[config.mk]
export PLATFORM = sky130hd
export DESIGN_NAME = onehot_scan_decoder
export DESIGN_NICKNAME = d
export VERILOG_FILES = /design/src/rtl/onehot_scan_decoder_pkg.sv /design/src/rtl/onehot_scan_decoder_decode.sv /design/src/rtl/onehot_scan_decoder.sv
export SDC_FILE = /design/constraint.sdc
export NUM_CORES = 1
export LEC_CHECK = 0
export ABC_AREA = 1
export CORE_MARGIN = 10
export CORE_UTILIZATION = 32
export CTS_CLUSTER_SIZE = 14
export DETAILED_ROUTE_END_ITERATION = 8
export PLACE_DENSITY = 0.65
export REMOVE_ABC_BUFFERS = 1
export SKIP_LAST_GASP = 1
export SLEW_MARGIN = 20
export SYNTH_ARGS = -nofsm -noshare
export SYNTH_HDL_FRONTEND = slang
export SYNTH_SLANG_ARGS = --single-unit
[constraint.sdc]
create_clock -name clock -period 1.6 [get_ports clock]
set_clock_uncertainty 0.15 [all_clocks]
set_input_delay 0.24 -clock clock [delete_from_list [all_inputs] [get_ports clock]]
set_output_delay 0.24 -clock clock [all_outputs]
set_load 0.05 [all_outputs]
[src/rtl/onehot_scan_decoder_pkg.sv]
// rtl/onehot_scan_decoder_pkg.sv - shared state and mode codes for the one-hot scan decoder
package onehot_scan_decoder_pkg;

   typedef enum logic [1:0] {
      ST_IDLE = 2'd0,
      ST_HOLD = 2'd1,
      ST_SCAN = 2'd2
   } state_t;

   localparam logic MODE_DIRECT = 1'b0;
   localparam logic MODE_SCAN   = 1'b1;

endpackage

[src/rtl/onehot_scan_decoder_decode.sv]
// rtl/onehot_scan_decoder_decode.sv - combinational binary to one-hot decoder
module onehot_decode #(
   parameter int SEL_W = 3,
   parameter int N_OUT = 8
) (
   input  logic [SEL_W-1:0] i_in,
   output logic [N_OUT-1:0] o_out
);

   // Bit i is set only when the index equals i; out-of-range indices give all-zero
   always_comb begin
      o_out = '0;
      for (int i = 0; i < N_OUT; i++) begin
         if (i_in == SEL_W'(i)) begin
            o_out[i] = 1'b1;
         end
      end
   end

endmodule

[src/rtl/onehot_scan_decoder.sv]
// rtl/onehot_scan_decoder.sv - registered one-hot select with direct hold and dwell-timed scan
module onehot_scan_decoder
   import onehot_scan_decoder_pkg::*;
#(
   parameter int SEL_W   = 3,
   parameter int N_OUT   = 8,
   parameter int DWELL_W = 8
) (
   input  logic               clock,
   input  logic               reset,
   input  logic               cmd_valid,
   output logic               cmd_ready,
   input  logic               cmd_mode,
   input  logic [SEL_W-1:0]   cmd_index,
   input  logic [SEL_W-1:0]   cmd_last,
   input  logic [DWELL_W-1:0] cmd_dwell,
   input  logic               abort,
   input  logic               out_en,
   output logic [N_OUT-1:0]   out,
   output logic [SEL_W-1:0]   cur_index,
   output logic               busy,
   output logic               scan_done,
   output logic               cmd_err
);

   // One extra bit so N_OUT == 2**SEL_W is representable in the range compare
   localparam logic [SEL_W:0]   LP_N_OUT = (SEL_W + 1)'(N_OUT);
   localparam logic [SEL_W-1:0] LP_MAX   = SEL_W'(N_OUT - 1);

   state_t             r_state;
   logic [SEL_W-1:0]   r_cur;
   logic [SEL_W-1:0]   r_last;
   logic [DWELL_W-1:0] r_dwell;
   logic [DWELL_W-1:0] r_cnt;
   logic               r_done;
   logic               r_err;

   state_t             w_state_nxt;
   logic [SEL_W-1:0]   w_cur_nxt;
   logic [SEL_W-1:0]   w_last_nxt;
   logic [DWELL_W-1:0] w_dwell_nxt;
   logic [DWELL_W-1:0] w_cnt_nxt;
   logic               w_done_nxt;
   logic               w_err_nxt;
   logic               w_bad_cmd;
   logic [SEL_W-1:0]   w_cur_inc;
   logic [N_OUT-1:0]   w_dec;
   logic [N_OUT-1:0]   w_out_q;

   assign w_bad_cmd = ({1'b0, cmd_index} >= LP_N_OUT) ||
                      ((cmd_mode == MODE_SCAN) && ({1'b0, cmd_last} >= LP_N_OUT));

   // Scan position wraps at N_OUT-1, not at the natural 2**SEL_W boundary
   assign w_cur_inc = (r_cur == LP_MAX) ? '0 : r_cur + SEL_W'(1);

   assign cmd_ready = (r_state != ST_SCAN) && !abort;

   // State register plus scan bookkeeping and the one-cycle status pulses
   always_ff @(posedge clock) begin
      if (reset) begin
         r_state <= ST_IDLE;
         r_cur   <= '0;
         r_last  <= '0;
         r_dwell <= '0;
         r_cnt   <= '0;
         r_done  <= 1'b0;
         r_err   <= 1'b0;
      end else begin
         r_state <= w_state_nxt;
         r_cur   <= w_cur_nxt;
         r_last  <= w_last_nxt;
         r_dwell <= w_dwell_nxt;
         r_cnt   <= w_cnt_nxt;
         r_done  <= w_done_nxt;
         r_err   <= w_err_nxt;
      end
   end

   // Next-state: abort wins, SCAN runs the dwell timer, IDLE/HOLD take commands
   always_comb begin
      w_state_nxt = r_state;
      w_cur_nxt   = r_cur;
      w_last_nxt  = r_last;
      w_dwell_nxt = r_dwell;
      w_cnt_nxt   = r_cnt;
      w_done_nxt  = 1'b0;
      w_err_nxt   = 1'b0;
      if (abort) begin
         w_state_nxt = ST_IDLE;
      end else begin
         case (r_state)
            ST_SCAN: begin
               if (r_cnt != '0) begin
                  w_cnt_nxt = r_cnt - DWELL_W'(1);
               end else if (r_cur != r_last) begin
                  w_cur_nxt = w_cur_inc;
                  w_cnt_nxt = r_dwell;
               end else begin
                  w_state_nxt = ST_IDLE;
                  w_done_nxt  = 1'b1;
               end
            end
            default: begin
               if (cmd_valid) begin
                  if (w_bad_cmd) begin
                     w_err_nxt = 1'b1;
                  end else if (cmd_mode == MODE_DIRECT) begin
                     w_state_nxt = ST_HOLD;
                     w_cur_nxt   = cmd_index;
                  end else begin
                     w_state_nxt = ST_SCAN;
                     w_cur_nxt   = cmd_index;
                     w_last_nxt  = cmd_last;
                     w_dwell_nxt = cmd_dwell;
                     w_cnt_nxt   = cmd_dwell;
                  end
               end
            end
         endcase
      end
   end

   onehot_decode #(
      .SEL_W (SEL_W),
      .N_OUT (N_OUT)
   ) u_decode (
      .i_in  (r_cur),
      .o_out (w_dec)
   );

   assign w_out_q   = w_dec & {N_OUT{r_state != ST_IDLE}};
   assign out       = w_out_q & {N_OUT{out_en}};
   assign cur_index = r_cur;
   assign busy      = (r_state == ST_SCAN);
   assign scan_done = r_done;
   assign cmd_err   = r_err;

endmodule
After elaboration in Yosys (flattened, before gate mapping). Cells that the tools add are included.

Input port bits: 20. Register bits: 25.

Reductions and logical operators: 13. Equal/unequal tests: 14. Bitwise gates (word level): 4. Muxes and demuxes: 24. $add $sub $neg: 2.

Operator list (number): $mux 8 (5); $and 8x8->8 (2); $mux 3 (5); $eq 3x3->1 const B (4); $reduce_and 4->1 (3); $mux 2 (5); $mux 1 (9); $reduce_bool 8->1 (1); $sub 8x1->8 const B (1); $eq 3x2->1 const B (2); $ne 2x2->1 const B (3); $reduce_bool 2->1 (3); $reduce_or 4->1 (1); $add 3x1->3 const B (1); $eq 3x1->1 const B (1); $logic_not 3->1 (1); $ne 3x1->1 const B (1); $ne 3x3->1 (1); $reduce_and 3->1 (1); $eq 2x2->1 const B (1); $ne 2x1->1 const B (1); $not 1->1 (2); $reduce_or 2->1 (1); $logic_and 1x1->1 (1); $logic_not 1->1 (1).

Longest topological paths before layout. Gate-level depths: netlist of run 1.

Depth in word-level cells: 5. Depth in mapped cells: 10. Depth with buffers taken out: 10.

Hierarchy. From an unflattened synthesis of run 1, not the netlist that was laid out.

Cells, all modules: 269. Area total of the unflattened synthesis: 1632.8 um^2.

By module, submodules not included: onehot_scan_decoder (cells each 254, instances 1, seq. area each 500.5 um^2, area an instance 1576.5 um^2); onehot_decode (cells each 15, instances 1, seq. area each 0.0 um^2, area an instance 56.3 um^2).

Least setup slack after synthesis of run 1. Ideal clock, no wire load.

Path kind: register to output. Start point: register r_cur[0] (netlist: cur_index[0]). End point: output port out[1]. Slack: -846 ps. Buffers on the path: 0. Arrival time: 2056 ps. Cell stages (with the launch flop): 4. Data required time: 1210 ps. Cell sequence: dfxtp_1 ha_1 inv_1 nor3_1.

Cells in the longest elaborated chain, start to end: 4.

Ends and longest elaborated chain: start: declaration (RTL line onehot_scan_decoder.sv:31) `logic [SEL_W-1:0] r_cur;`; start signal: assignment (RTL line onehot_scan_decoder.sv:70) `r_cur <= w_cur_nxt;`; $eq 3x1->1 (RTL line onehot_scan_decoder_decode.sv:14) `if (i_in == SEL_W'(i)) begin`; $mux 1 (RTL line onehot_scan_decoder_decode.sv:14); $and 8x8->8 (RTL line onehot_scan_decoder.sv:131) `assign w_out_q = w_dec & {N_OUT{r_state != ST_IDLE}};`; $and 8x8->8 (RTL line onehot_scan_decoder.sv:132) `assign out = w_out_q & {N_OUT{out_en}};`; end: declaration (RTL line onehot_scan_decoder.sv:19) `output logic [N_OUT-1:0] out,`.

No other way between the ends.

Worst setup path in the final report of run 1.
Start point: register r_cur[0] (netlist: cur_index[0]). End point: output port out[4].

Cells in the longest elaborated chain, start to end: 4.

Ends and longest elaborated chain (RTL line): $eq 3x3->1 (onehot_scan_decoder_decode.sv:14); $mux 1 (onehot_scan_decoder_decode.sv:14); $and 8x8->8 (onehot_scan_decoder.sv:131); $and 8x8->8 (onehot_scan_decoder.sv:132).

No other way between the ends.

==> metrics.txt, run 1 <==
run status=complete, but fails checks; failing checks=negative setup slack; endpoints failing hold=0; switching power=roughly 700 uW; Worst Hold Path Cells=2; worst hold margin=roughly 0.3 ns; fin crit share=108%; IO Count=35; CTS Root Cell=clkbuf_8; Clock transition at path regs=approximately 0.1 ns; RSZ-0062 raised after global routing=yes; number of antenna violations at the first check in global routing=0; syn_area_per_cell=roughly 6.6 sq um; top cell type's share of synthesized area=between 20 and 30%; Sw Ratio=roughly 37%; crit path capture type=output port; clock sinks=25; Hold Crit Class=flop to flop; setup ws final=-0.129 ns; Die ar.=approximately 0.0085 sq mm; P_int=about 1.2 mW; # setup viols final=18; drt pass-1 iters=4; die width=slightly above 90 microns; EDFF count, synth=0; Primary FF master, synth=dfxtp_1; IO buf count=33; r2r endpoint=r_cnt[4]; Yosys reg bits=25; Final Power=1.88 mW; starting utilization of the core area=between 30% and 40%; maximum clock insertion buffer count=2; CP required=about 1.2 ns; DR DRC count=0; clock power share=approximately 22%; Core ar.=slightly above 0.005 sq mm; Critical R2R Launch=cur_index[1]; Tot GR Track Use=11.6%; final core utilization=between 50% and 60%; Fillers=450; gpl congestion=between 0.7 and 0.8; vias in the first global route=around 1.8k; first-pass GRT wire length=~8400 microns; top cells by area, synth=dfxtp_1 (30%), nand2_1 (14%), nor2_1 (7.9%); internal reg-to-reg setup slack=-0.08 ns; Crit Path Class=flop to output port; Cell Area, Synth=~0.0017 sq mm; Overflow after GRT=0; vias post-DR=between 1.5k and 2k; MaxCap Viol Count=0; PD cells=653 mW/mm^2; top cells by count, synth=nand2_1 (61), nor2_1 (35), inv_1 (29); Seq/Total Area, Yosys=between 20 and 30%; hold_sp=r_dwell[3]; Rows=26; vias per cell=between 4 and 5; YS warnings=0; FF-to-FF path depth=10; dominant cell type by area after synthesis=dfxtp_1; CTS tree=done; DR iter-0 viols=130; Post-synth ARST share=0%; layout net count=about 350; Crit Path Max Fanout=5; post-route ant nets=0; Distinct cells, synth=29; Die H=92.3 microns; Syn-to-layout area delta=72.5%; DP Wirelength=3330 microns; H-tree levels=1; worst vdd ir=between 400 and 500 uV; hold path endpoint=r_dwell[3]; Setup crit start kind=flop; Mapped Cells=approximately 250; share of post-route cells with drive strength above 1=between 40% and 50%; largest net degree at the start of global routing=23; top-count cell post-synth=nand2_1; Detailed Route WL=approximately 5200 microns; WL/cell=~13 microns; Inserted Clock Buffers=3; Fmax=578 MHz; minimum clock period=1.73 ns; Setup Total Neg Slack=-1.33 ns; max-slew violations=0; n_diodes=0; worst endpoint data arrival time=1.34 ns; Clock Latency Late Sink=roughly 0.28 ns; Leak=1.23 nW; power share of the sequential group=37.2%; combinational fraction of design power=roughly 41%; placement-stage worst setup slack=-0.108 ns
power groups by stage:
stage / logic, mW / registers [mW] / clock network (mW)
6_report: 0.771 / 0.701 / 0.411
3_3_place_gp: 0.587 / 0.703 / 0
3_5_place_dp: 0.593 / 0.704 / 0
4_1_cts: 0.676 / 0.698 / 0.414
2_1_floorplan: 0.343 / 0.723 / 0
5_1_grt: 0.841 / 0.706 / 0.442
sequential cells by signal, indices dropped and copies added (netlist names):
name	flops
cur_index	3
r_cnt	8
r_dwell	8
r_last	3
r_state	2
scan_done	1
stage by stage:
stage                     cell area (sq um)  std cells
after global routing                   2880        386
after global placement                 2360        368
after floorplan                        1620        244
after CTS                              2690        380
after detailed placement               2360        368
final                                  2880        386
logic make-up (layout without fill, tap and decap cells):
logic type | Yosys count | after routing | share of synthesized area, %
simple gates | 137 | 138 | 39.4
buf+inv | 40 | 103 | 10.4
compound gates | 39 | 39 | 13.0
flops | 25 | 25 | 30.0
fa+ha+maj | 8 | 8 | 5.99
xor+xnor | 2 | 2 | 1.05
other cells | 1 | 1 | 0.225
placed cells by master, fill, tap and decap left out:
master / Yosys / layout
nand2_1: 61 / 45
nor2_1: 35 / 27
buf_4: 2 / 22
inv_1: 29 / 21
a21oi_1: 19 / 19
nand2_2: 7 / 18
clkdlybuf4s50_1: 0 / 18
buf_12: 0 / 18
dfxtp_1: 25 / 18
o21ai_0: 16 / 16
nand3_1: 16 / 15
nor2_4: 3 / 9
buf_6: 2 / 8
inv_2: 3 / 7
nand2_4: 2 / 7
ha_4: 0 / 7
nor3_2: 0 / 6
nor2_2: 2 / 4
dfxtp_2: 0 / 4
inv_4: 0 / 3
clkbuf_8: 0 / 3
dfxtp_4: 0 / 3
nor2_8: 2 / 2
nand3_2: 0 / 1
o31ai_4: 0 / 1
o21bai_4: 1 / 1
inv_6: 0 / 1
nand3b_4: 0 / 1
o31ai_1: 2 / 1
nand3_4: 1 / 1
nand2_8: 0 / 1
nand4_1: 1 / 1
xor2_2: 0 / 1
a22oi_2: 0 / 1
xnor2_1: 1 / 1
ha_2: 0 / 1
conb_1: 1 / 1
clkinvlp_4: 0 / 1
dlygate4sd2_1: 0 / 1
metal layers:
| metal | vias to the layer above | share of wire, % | global-route usage, % |
|---|---|---|---|
| li1 | 927 | - | - |
| met1 | 838 | 43 | 13.4 |
| met2 | 36 | 52 | 20.6 |
| met3 | 7 | 4.1 | 2.20 |
| met4 | 0 | 1.3 | 4.63 |
| met5 | - | 0 | 0 |
layout make-up:
class | instances | area [sq um] | area share [%]
Timing Repair Buffer | 67 | 805 | 27.9
Inverter | 32 | 133 | 4.60
Clock inverter | 1 | 7.51 | 0.261
Tap cell | 70 | 87.6 | 3.04
Sequential cell | 25 | 517 | 17.9
Multi-Input combinational cell | 188 | 1290 | 44.8
Clock buffer | 3 | 41.3 | 1.43
timing repair:
| action | in CTS | in global routing |
|---|---|---|
| gates resized for setup | 56 | 39 |
| pin swaps | 18 | 17 |
| endpoints found under the hold margin | 0 | 0 |
| endpoints found under the setup margin | 20 | 33 |
| cloned | 0 | 1 |
| hold buffers | 0 | 0 |
| setup buffers | 10 | 6 |
how the worst max path moves through the flow:
stage,cells past startpoint,slack [ns],start,to
after global routing,10,-0.23,cur_index[1],r_cnt[4]
final,6,-0.13,cur_index[0],out[4]
after CTS,6,-0.11,cur_index[1],out[4]
after floorplan,3,-0.85,cur_index[0],out[1]
after global placement,5,-0.09,out_en,out[4]
after detailed placement,5,-0.11,out_en,out[4]
critical path: stages (launching register included):
cell and delay (ns):
dfxtp_4 0.40, inv_4 0.09, ha_4 0.12, inv_2 0.04, nor3_2 0.14, buf_4 0.14, buf_12 0.12
Note: power is estimated with default switching activity, not from simulation.
==> run 2: changes to the inputs <==
--- a/config.mk
+++ b/config.mk
@@ -10,7 +10,8 @@
 export CORE_UTILIZATION = 32
 export CTS_CLUSTER_SIZE = 14
 export DETAILED_ROUTE_END_ITERATION = 8
-export PLACE_DENSITY = 0.65
+export DONT_BUFFER_PORTS = 1
+export PLACE_DENSITY = 0.56
 export REMOVE_ABC_BUFFERS = 1
 export SKIP_LAST_GASP = 1
 export SLEW_MARGIN = 20
==> run 2 against run 1 <==
The run still ends with negative setup slack left. Global-route usage fell by 1.2 points. Register-to-register slack improved by 0.08 ns. Fmax barely moved. Routed wire length fell by 8.3%. Flip-flop and latch count did not move. Hold slack got worse by 0.30 ns. Highest routed layer unchanged.
==> metrics.txt, run 2 (synthesis results as in run 1) <==
run status=complete, but fails checks; failing checks=negative setup slack; vias per cell=4.68 (-0.15%); Setup crit start kind=flop; Rows=26 (unchanged); DR DRC count=0 (unchanged); Crit Path Class=flop to output port; Core ar.=0.00507 sq mm (unchanged); setup ws final=-0.129 ns (-0.000751 ns); n_diodes=0 (unchanged); Fillers=531 (+18%); Detailed Route WL=4740 microns (-8.3%); RSZ-0062 raised after global routing=yes; minimum clock period=1.73 ns (+0.000751 ns); H-tree levels=1 (unchanged); WP buf/inv=3 (-1); vias post-DR=1,651 (-8.7%); Hold Crit Class=primary input to flop; fin cells=353 (-8.5%); Fmax=578 MHz (about the same); placed inst area=0.00191 sq mm (-19%); die width=92.3 microns (unchanged); crit path capture type=output port; Worst path most repeated cell=buf_6; slowest cell on the critical path=dfxtp_4; commonest non-fill, non-tap cell in the layout=nand2_1; Slew @ Worst Pin=between 0.5 and 0.6 ns; DR iter-0 viols=97 (-25%); MaxCap Viol Count=0 (unchanged); vias in the first global route=1,537 (-15%); Clock Latency Late Sink=0.28 ns (about the same); Clock transition at path regs=0.10 ns (about the same); Crit Path Max Fanout=4 (-1); Worst path max stage delay=0.41 ns (about the same); Tot GR Track Use=10.4% (-1.2 points); CP required=1.21 ns (about the same); worst endpoint data arrival time=1.34 ns (about the same); DP Wirelength=3340 microns (+0.29%); CP Depth=5 (-1); most frequent cells in the layout=nand2_1 (53), nor2_1 (33), inv_1 (23); worst hold margin=0.00127 ns (-0.303 ns); starting utilization of the core area=32.9% (unchanged); gpl congestion=0.821 (+4.5%); maximum clock insertion buffer count=2 (unchanged); post-route ant nets=0 (unchanged); CTS Root Cell=clkbuf_8; drt pass-1 iters=4 (unchanged); Syn-to-layout area delta=37.8%; Setup Total Neg Slack=-0.704 ns (+0.622 ns); Die ar.=0.00851 sq mm (unchanged); fin crit share=108% (about the same); IO Count=35 (unchanged); cells along the critical path=buf_6, ha_4, inv_4, nor3_4, buf_6; biggest regs=r_cnt (8), r_dwell (8); relative slew slack=66.6%; Worst Hold Path Cells=2 (unchanged); CTS tree=done; Overflow after GRT=0 (unchanged); number of antenna violations at the first check in global routing=0 (unchanged); largest net degree at the start of global routing=23 (unchanged); endpoints failing hold=0 (unchanged); FF-to-FF path depth=10 (unchanged); Inserted Clock Buffers=3 (unchanged); PD cells=735 mW/mm^2 (+12%); worst vdd ir=436 uV (-4.0%); Die H=92.3 microns (unchanged); layout net count=312 (-9.6%); Final Power=1.69 mW (-10%); Inst Count DP=340 (-7.6%); # setup viols final=8 (-10); first-pass GRT wire length=7440 microns (-11%); Leak=1.03 nW (-17%); share of post-route cells with drive strength above 1=33.9% (-7.8 points); design area=0.00230 sq mm (-20%); kind of cell adding the most delay to the critical path=flip-flops; max-slew violations=0 (unchanged); WL/cell=13.4 microns (+0.28%); IO buf count=0 (-100%); clock sinks=25 (unchanged)
[run 2: cell types whose count changed in the layout (fill, tap and decap cells not counted), sizes merged]
cell,previous run,this run
clkdlybuf4s50,18,0
dlygate4sd2,1,0
nand2,71,70
clkinv,0,1
buf,48,32
dlygate4sd3,0,3
clkinvlp,1,0
[run 2: through the flow]
step                worst slack, ns  util (%)
CTS                         -0.0859      41.8
finish                       -0.129      45.4
global route                 -0.183      45.4
floorplan                    -0.846         -
detailed placement          -0.0821      37.7
global placement            -0.0683      37.7
[run 2: what timing repair did]
item	4_1_cts	5_1_grt
buffers inserted	3	3
setup endpoints to repair	18	21
gates resized for setup	33	41
hold endpoints to repair	3	1
pin swaps	12	14
hold buffers	3	1
[run 2: worst paths after layout]
kind	slack (ns)	to	start
worst max-delay path	-0.13	out[1]	cur_index[0]
worst min-delay path	0.001	r_dwell[3]	cmd_dwell[3]
worst max register to register	0	r_cnt[7]	cur_index[1]
worst min register to register	0.31	r_dwell[3]	r_dwell[3]
[run 2: final cells by class]
cell class / instances / area (sq um) / area share, %
clock inverters: 1 / 5.00 / 0.217
flip-flops and latches: 25 / 514 / 22.3
well taps: 70 / 87.6 / 3.80
clock buffers: 3 / 41.3 / 1.79
inverters: 32 / 133 / 5.76
multi-input cells: 187 / 1180 / 51.4
repair buffers: 35 / 339 / 14.7
[run 2: metal layers]
layer | part of all wire (%) | vias to the layer above | track usage (%)
met5 | 0 | - | 0
met4 | 1.8 | 0 | 2.70
met3 | 4.5 | 8 | 2.20
met2 | 47 | 28 | 17.2
met1 | 46 | 753 | 13.3
li1 | - | 862 | -
[run 2: worst register-to-register path, cell delays in order (launching register included)]
cell and delay [ns]:
dfxtp_4 0.41, inv_4 0.06, buf_4 0.13, nand2_2 0.05, nand2_2 0.06, nor2_4 0.12
nand3_4 0.17, nand2_8 0.18, nand2_1 0.06, nand2_1 0.06, nor2_1 0.04
[run 2: power by group]
group	internal (mW)	total, mW	switching (mW)
sequential	0.660	0.695	0.0356
clock	0.175	0.398	0.224
combinational	0.231	0.598	0.367
total	1.07	1.69	0.626
==> run 3: changes to the inputs <==
==> constraint.sdc (replaced) <==
create_clock -name clock -period 1.6 [get_ports clock]
set_clock_uncertainty 0.15 [all_clocks]
set_input_delay 0.24 -clock clock [delete_from_list [all_inputs] [get_ports clock]]
set_output_delay 0.24 -clock clock [all_outputs]
set_load 0.005 [all_outputs]
==> run 3 against run 2 <==
Sequential share of layout area up 1.4 points. Register-to-register slack improved by 0.04 ns. The flow finishes with violations (negative hold slack). Highest routed layer unchanged. Count of clock-buffer cells in the layout unchanged. Hold slack got worse by 0.015 ns. Flip-flop and latch count stayed put.
==> metrics.txt, run 3 (synthesis results as in run 1) <==
Core ar.=0.00507 sq mm (unchanged); Fmax=635 MHz (+9.9%); commonest non-fill, non-tap cell in the layout=nand2_1; crit path capture type=output port; fin cells=345 (-2.3%); IO buf count=0 (unchanged); clock power share=24.4% (+0.8 points); switching power=567 uW (-9.5%); power share of the sequential group=42.9% (+1.8 points); maximum clock insertion buffer count=2 (unchanged); number of antenna violations at the first check in global routing=0 (unchanged); P_int=1.05 mW (-1.7%); Detailed Route WL=4470 microns (-5.6%); Crit Path Max Fanout=4 (unchanged); IO Count=35 (unchanged); Inserted Clock Buffers=3 (unchanged); vias in the first global route=1,462 (-4.9%); CTS tree=done; Rows=26 (unchanged); RSZ-0062 raised after global routing=yes; n_diodes=0 (unchanged); run status=complete, but fails checks; final core utilization=43.0% (-2.3 points); die width=92.3 microns (unchanged); cells along the critical path=inv_2, ha_1, inv_1, nor3_2; failing checks=negative hold slack; Overflow after GRT=0 (unchanged); vias post-DR=1,609 (-2.5%); H-tree levels=1 (unchanged); post-route ant nets=0 (unchanged); CP Launch Point=cur_index[0]; worst endpoint data arrival time=1.18 ns (-0.16 ns); most frequent cells in the layout=nand2_1 (58), nor2_1 (29), inv_1 (23); DP Wirelength=3160 microns (-5.5%); worst vdd ir=568 uV (+30%); Clock Latency Late Sink=0.28 ns (about the same); endpoints failing hold=2 (+2); Critical R2R Launch=r_cnt[3]; fin crit share=98.4% (-9.7 points); Die ar.=0.00851 sq mm (unchanged); hold_sp=cmd_dwell[2]; combinational fraction of design power=32.8% (-2.5 points); design area=0.00218 sq mm (-5.2%); share of post-route cells with drive strength above 1=31.3% (-2.6 points); DR iter-0 viols=95 (-2.1%); max-slew violations=0 (unchanged); # setup viols final=0 (-8); Setup crit start kind=flop; Leak=0.948 nW (-7.5%); placed inst area=0.00182 sq mm (-4.6%); Hold Crit Class=primary input to flop; Sw Ratio=35.1% (-1.9 points); PD cells=739 mW/mm^2 (+0.63%); first-pass GRT wire length=7040 microns (-5.3%); DR DRC count=0 (unchanged); MaxCap Viol Count=0 (unchanged); Syn-to-layout area delta=30.7%; Crit Path Class=flop to output port; starting utilization of the core area=32.9% (unchanged); gpl congestion=0.815 (-0.80%); layout net count=304 (-2.6%); WL/cell=13.0 microns (-3.4%); worst hold margin=-0.0136 ns (-0.0149 ns); Worst path max stage delay=0.37 ns (-0.04 ns); vias per cell=4.66 (-0.28%); Clock transition at path regs=0.10 ns (about the same); CP required=1.21 ns (about the same); largest net degree at the start of global routing=23 (unchanged); slowest cell on the critical path=dfxtp_4; CTS Root Cell=clkbuf_8; Tot GR Track Use=10.0% (-0.40 points); minimum clock period=1.57 ns (-0.155 ns); clock sinks=25 (unchanged); drt pass-1 iters=4 (unchanged); Die H=92.3 microns (unchanged); Inst Count DP=330 (-2.9%); biggest regs=r_cnt (8), r_dwell (8)
==> run 3: area by class of cell <==
cell class | instances | area (sq um)
flip-flops and latches | 25 | 519
multi-input cells | 188 | 1170
inverters | 32 | 123
clock inverters | 1 | 5.00
fillers | 557 | 2890
repair buffers | 26 | 235
clock buffers | 3 | 41.3
well taps | 70 | 87.6
==> run 3: what timing repair did <==
item | in CTS | in global routing
hold buffers | 6 | 1
endpoints found under the hold margin | 6 | 1
pin swaps | 3 | 14
resized for setup | 14 | 49
gates cloned | 0 | 1
setup endpoints to repair | 12 | 33
buffers inserted | 2 | 1
==> run 3: layer usage <==
layer | wire length, microns | GRT usage, % | vias up
met5 | 0 | 0 | -
met4 | 46 | 3.08 | 0
met3 | 246 | 2.69 | 5
met2 | 2190 | 16.8 | 34
met1 | 1980 | 12.1 | 731
li1 | - | - | 839
==> run 3: metrics by stage <==
stage | total power [mW] | hold slack [ns] | setup WS, ns | TNS, ns
CTS | 1.56 | 0.0000198 | 0.00286 | 0
global placement | 1.13 | 0.272 | 0.0469 | 0
detailed placement | 1.14 | 0.281 | 0.0156 | 0
finish | 1.61 | -0.0136 | 0.0259 | 0
floorplan | 1.02 | 0.254 | 0.0198 | 0
global route | 1.72 | 0.0229 | -0.0285 | -0.118
==> run 3: final timing paths <==
check	endpoint	cells after the start	slack (ns)
worst max-delay path	out[6]	4	0.03
worst min-delay path	r_dwell[2]	2	-0.01
worst max register to register	r_cnt[5]	8	0.04
worst min register to register	r_dwell[3]	2	0.30
==> run 3: critical path: cells and delay by family (launching register included) <==
family,cells,cell delay [ns]
adder cells (fa/ha/maj),1,0.15
buffers and inverters,2,0.15
flip-flops,1,0.37
AND/OR/NAND/NOR,1,0.24
==> run 3: power by group through the flow <==
stage | clock (mW) | combinational (mW) | sequential [mW]
finish | 0.393 | 0.529 | 0.692
global route | 0.435 | 0.589 | 0.699
CTS | 0.408 | 0.464 | 0.690
detailed placement | 0 | 0.436 | 0.703
global placement | 0 | 0.432 | 0.703
floorplan | 0 | 0.320 | 0.700
